### config.mk
export PLATFORM = sky130hd
export DESIGN_NAME = pipe_hazard_ctrl
export DESIGN_NICKNAME = d
export VERILOG_FILES = /design/src/rtl/pipe_hazard_ctrl.sv
export SDC_FILE = /design/constraint.sdc
export NUM_CORES = 1
export LEC_CHECK = 0
export BUFFER_PORTS_ARGS = -buffer_cell sky130_fd_sc_hd__buf_2
export CORE_ASPECT_RATIO = 0.5
export CORE_MARGIN = 5
export CORE_UTILIZATION = 48
export DETAILED_ROUTE_END_ITERATION = 8
export PLACE_DENSITY = 0.77
export SLEW_MARGIN = 20
export SYNTH_ARGS = -nofsm -noshare
export SYNTH_HDL_FRONTEND = slang
export SYNTH_SLANG_ARGS = --single-unit
### constraint.sdc
create_clock -name clk_i -period 1.84 [get_ports clk_i]
set_input_delay 0.184 -clock clk_i [delete_from_list [all_inputs] [get_ports clk_i]]
set_output_delay 0.184 -clock clk_i [all_outputs]
set_load 0.005 [all_outputs]
### src/rtl/pipe_hazard_ctrl.sv
// Hazard and sequencing controller for the 5-stage pipeline: stall/flush enables,
// EX-stage forwarding selects, data-memory wait handshake with timeout, perf counters.
module pipe_hazard_ctrl #(
  parameter int unsigned TIMEOUT = 255
) (
  input  logic        clk_i,
  input  logic        rst_i,
  input  logic [4:0]  rs1_d_i,
  input  logic [4:0]  rs2_d_i,
  input  logic [4:0]  rs1_e_i,
  input  logic [4:0]  rs2_e_i,
  input  logic [4:0]  rd_e_i,
  input  logic        MemRead_e_i,
  input  logic        PCSrc_e_i,
  input  logic [4:0]  rd_m_i,
  input  logic        RegWrite_m_i,
  input  logic [4:0]  rd_w_i,
  input  logic        RegWrite_w_i,
  input  logic        MemAccess_m_i,
  input  logic        dmem_ack_i,
  output logic        dmem_req_o,
  output logic        StallF_o,
  output logic        StallD_o,
  output logic        StallE_o,
  output logic        StallM_o,
  output logic        FlushD_o,
  output logic        FlushE_o,
  output logic        FlushW_o,
  output logic [1:0]  ForwardAE_o,
  output logic [1:0]  ForwardBE_o,
  output logic        mem_err_o,
  output logic [31:0] stall_cnt_o,
  output logic [31:0] flush_cnt_o
);

  typedef enum logic [1:0] {
    ST_IDLE = 2'd0,
    ST_WAIT = 2'd1,
    ST_ERR  = 2'd2
  } state_t;

  localparam logic [15:0] TIMEOUT_C = 16'(TIMEOUT);

  state_t      state_r;
  logic [15:0] wait_cnt_r;
  logic        mem_err_r;
  logic [31:0] stall_cnt_r;
  logic [31:0] flush_cnt_r;

  logic        memstall_s;
  logic        req_s;
  logic        lwstall_s;
  logic        branch_s;
  logic        stall_fd_s;
  logic        flush_e_s;

  // MEM has priority over WB; x0 is never forwarded.
  function automatic logic [1:0] fwd_sel(input logic [4:0] rs,
                                         input logic [4:0] rd_m, input logic we_m,
                                         input logic [4:0] rd_w, input logic we_w);
    logic [1:0] sel;
    if (we_m && (rd_m != 5'd0) && (rd_m == rs)) begin
      sel = 2'b10;
    end else if (we_w && (rd_w != 5'd0) && (rd_w == rs)) begin
      sel = 2'b01;
    end else begin
      sel = 2'b00;
    end
    return sel;
  endfunction

  // Memory request and memory-stall decode from FSM state.
  always_comb begin
    memstall_s = 1'b0;
    req_s      = 1'b0;
    case (state_r)
      ST_IDLE: begin
        req_s      = MemAccess_m_i;
        memstall_s = MemAccess_m_i & ~dmem_ack_i;
      end
      ST_WAIT: begin
        req_s      = 1'b1;
        memstall_s = ~dmem_ack_i;
      end
      ST_ERR: begin
        req_s      = 1'b0;
        memstall_s = 1'b1;
      end
      default: begin
        req_s      = 1'b0;
        memstall_s = 1'b1;
      end
    endcase
  end

  assign lwstall_s = MemRead_e_i && (rd_e_i != 5'd0) &&
                     ((rd_e_i == rs1_d_i) || (rd_e_i == rs2_d_i));
  // A memory stall freezes EX, so a resolved branch waits there until released.
  assign branch_s  = PCSrc_e_i & ~memstall_s;

  // Stall/flush priority: memory stall, then branch, then load-use.
  always_comb begin
    stall_fd_s = 1'b0;
    flush_e_s  = 1'b0;
    if (memstall_s) begin
      stall_fd_s = 1'b1;
      flush_e_s  = 1'b0;
    end else if (PCSrc_e_i) begin
      stall_fd_s = 1'b0;
      flush_e_s  = 1'b1;
    end else if (lwstall_s) begin
      stall_fd_s = 1'b1;
      flush_e_s  = 1'b1;
    end else begin
      stall_fd_s = 1'b0;
      flush_e_s  = 1'b0;
    end
  end

  assign dmem_req_o  = req_s;
  assign StallF_o    = stall_fd_s;
  assign StallD_o    = stall_fd_s;
  assign StallE_o    = memstall_s;
  assign StallM_o    = memstall_s;
  assign FlushD_o    = branch_s;
  assign FlushE_o    = flush_e_s;
  assign FlushW_o    = memstall_s;
  assign ForwardAE_o = fwd_sel(rs1_e_i, rd_m_i, RegWrite_m_i, rd_w_i, RegWrite_w_i);
  assign ForwardBE_o = fwd_sel(rs2_e_i, rd_m_i, RegWrite_m_i, rd_w_i, RegWrite_w_i);
  assign mem_err_o   = mem_err_r;
  assign stall_cnt_o = stall_cnt_r;
  assign flush_cnt_o = flush_cnt_r;

  // Memory handshake FSM, sticky error flag and performance counters.
  always_ff @(posedge clk_i) begin
    if (rst_i) begin
      state_r     <= ST_IDLE;
      wait_cnt_r  <= 16'd0;
      mem_err_r   <= 1'b0;
      stall_cnt_r <= 32'd0;
      flush_cnt_r <= 32'd0;
    end else begin
      if (stall_fd_s) begin
        stall_cnt_r <= stall_cnt_r + 32'd1;
      end
      if (branch_s) begin
        flush_cnt_r <= flush_cnt_r + 32'd1;
      end
      case (state_r)
        ST_IDLE: begin
          if (MemAccess_m_i && !dmem_ack_i) begin
            state_r    <= ST_WAIT;
            wait_cnt_r <= 16'd1;
          end
        end
        ST_WAIT: begin
          if (dmem_ack_i) begin
            state_r <= ST_IDLE;
          end else if (wait_cnt_r == TIMEOUT_C) begin
            state_r   <= ST_ERR;
            mem_err_r <= 1'b1;
          end else begin
            wait_cnt_r <= wait_cnt_r + 16'd1;
          end
        end
        ST_ERR: begin
          mem_err_r <= 1'b1;
        end
        default: begin
          state_r   <= ST_ERR;
          mem_err_r <= 1'b1;
        end
      endcase
    end
  end

endmodule

==> reports/results.txt <==
CTS buffer count = 9
Synthesized Nets = 564
setup slack after layout = -0.00322 ns
Overflow after GRT = 0
htree depth = 3
Post-Place Cell Area = 0.00541 sq mm
Crit Path Category = reg2reg
detailed placement HPWL = 8370 um
CP Launch Type = flop
CTS clk-pin slew, worst paths = 0.06 ns
share of layout cells above drive strength 1 = 0.348
Max clock buf depth = 2
Crit. Startpoint = stall_cnt_o[7]
Post-synth ARST share = 0
total power = 4.04 mW
status = complete, but fails checks
Total Wirelength = 11300 um
vias in the first global route = 4204
Seq/Total Area, Yosys = 0.384
Synth Flop Type = dfxtp_1
wire per inst = 13.9 um
# diodes = 0
worst hold slack = 0.230 ns
Max Freq = 0.543 GHz
register area = 0.00167 sq mm
Rows = 24
CTS tree = yes
Post-DRT Antenna Nets = 0
syn_area_per_cell = 8.36 sq um
Port Buffers = 119
initial DRC count = 321
clock sinks = 83
number of synthesized flops with an enable pin = 0
Die Y = 77.2 um
vias per inst = 5.34
CP Max Fanout = 3
first-pass GRT wire length = 18800 um
Placer Congestion = 0.818
Via Count = 4335
max_cap viols = 0
count leader, synth = dfxtp_1
design area = 0.00590 sq mm
cell taking the most area after synthesis = dfxtp_1
Hold Buf Count CTS = 0
antenna violations before repair = 0
Setup-failing EPs final = 1
Ys Warns = 0
period utilization = 1.00
Leak Pwr = 2.50 nW
top cell type's share of synthesized area = 0.384
P per Cell Area = 685 mW/mm^2
Worst Skew = 0.00672 ns
I/O pin total = 120
HP Start = rst_i
unrepaired setup endpoints after global routing = true
top cells by area, synth = dfxtp_1 38%, xor2_1 8.5%, xnor2_1 6.1%, nor2_1 5.5%, a21oi_1 4.0%
met1 usage in global routing = 0.246
Core Util, Final = 0.675
nets@finish = 736
largest net degree at the start of global routing = 28
starting density of the core = 0.496
Worst Tran Pin Value = 0.399 ns
Worst Path Arrival = 2.06 ns
worst skew pair latency = 0.34 ns
CP Data Required Time = 2.06 ns
post-synth cell types = 46
Hold WC Path Type = in2reg
crit path capture type = flop
M2 GR Usage = 0.352
Reg2Reg Launch Point = stall_cnt_o[7]
total track usage = 0.203
Final Max Tran Viols = 0
synth cell count leaders = 83 x dfxtp_1, 63 x nor2_1, 42 x xor2_1
violated checks = negative setup slack
Worst VDD drop = 0.494 mV
core box area = 0.00874 sq mm
synthesized cell area = 0.00433 sq mm
CTS root buf = clkbuf_16
r2r setup slk = -0.003 ns
die area = 0.0111 sq mm
Multi-input gate area = 0.00259 sq mm
TritonRoute pass-1 iters = 4
Filler cells = 727
endpoints failing hold = 0
post-route DRC violation count = 0
M3 GR Usage = 0.0584
Gate Count Post-Synth = 518
GRT busiest layer = met2
P&R area growth vs syn = 36.3%
width of the die = 144 um
Final min period = 1.84 ns
slew margin rel. = 0.732
flip-flop and latch count after synthesis = 83
## final cells by class
cell class / count / share of cell area
Tap cell: 117 / 0.0248
Multi-Input combinational cell: 395 / 0.440
Sequential cell: 83 / 0.283
Inverter: 16 / 0.0102
Clock inverter: 5 / 0.0131
Clock buffer: 11 / 0.0394
Timing Repair Buffer: 185 / 0.190
## through the flow
| step | instances | setup WS (ns) | TNS, ns |
|---|---|---|---|
| global placement | 788 | -0.0345 | -0.208 |
| floorplan | 518 | 0.000826 | 0 |
| CTS | 805 | -0.0183 | -0.0249 |
| global route | 812 | -0.106 | -0.394 |
| detailed placement | 788 | -0.0895 | -0.802 |
| finish | 812 | -0.00322 | -0.00322 |
## report_power, final
group | switching [mW] | leakage [nW] | internal [mW] | total (mW)
sequential | 0.0133 | 0.673 | 1.81 | 1.82
combinational | 0.180 | 1.68 | 0.161 | 0.341
clock | 0.697 | 0.150 | 1.18 | 1.88
total | 0.890 | 2.50 | 3.15 | 4.04
## timing repair
| action | CTS | global route |
|---|---|---|
| gates resized for setup | 10 | 28 |
| setup endpoints to repair | 10 | 34 |
| pin swaps | 6 | 15 |
| setup buffers | 1 | 7 |
## critical path, stage by stage (launching register included)
cell,delay (ns)
dfxtp_2,0.33
nand4_1,0.13
or3_4,0.43
nor2_4,0.11
nand4_1,0.16
nor3_2,0.25
mux2_4,0.32
## layout by cell type (no fill, tap or decap), drive strengths merged, types with 8 or more instances in the layout
cell,n
a21oi,37
and3,18
and4,8
buf,185
clkbuf,11
dfxtp,83
inv,16
nand2,26
nand3,33
nand4,24
nor2,64
nor4,9
o21ai,28
o31ai,8
or3,23
or4,13
xnor2,30
xor2,42
## flip-flops by register name (all words and copies together) (netlist names)
| signal | flops |
|---|---|
| flush_cnt_o | 32 |
| mem_err_o | 1 |
| stall_cnt_o | 32 |
| state_r | 2 |
| wait_cnt_r | 16 |
## logic make-up (layout without fill, tap and decap cells)
group,count (synthesis),count (layout),synth area share
mux,3,3,0.00751
simple gates,237,237,0.305
flops,83,83,0.384
buf+inv,40,217,0.0431
xor+xnor,72,72,0.146
fa+ha+maj,3,3,0.00867
compound gates,80,80,0.107
## worst paths after layout
kind / endpoint / cells past startpoint
max: stall_cnt_o[31] / 6
min: stall_cnt_o[22] / 2
max reg2reg: stall_cnt_o[31] / 6
min reg2reg: mem_err_o / 2
## metal layers
layer  part of all wire  vias to the layer above
met5                  0                        -
met4              0.016                        0
met3              0.060                       21
met2               0.48                      116
met1               0.44                     2019
li1                   -                     2179
Power figures use the tool's default switching activity.
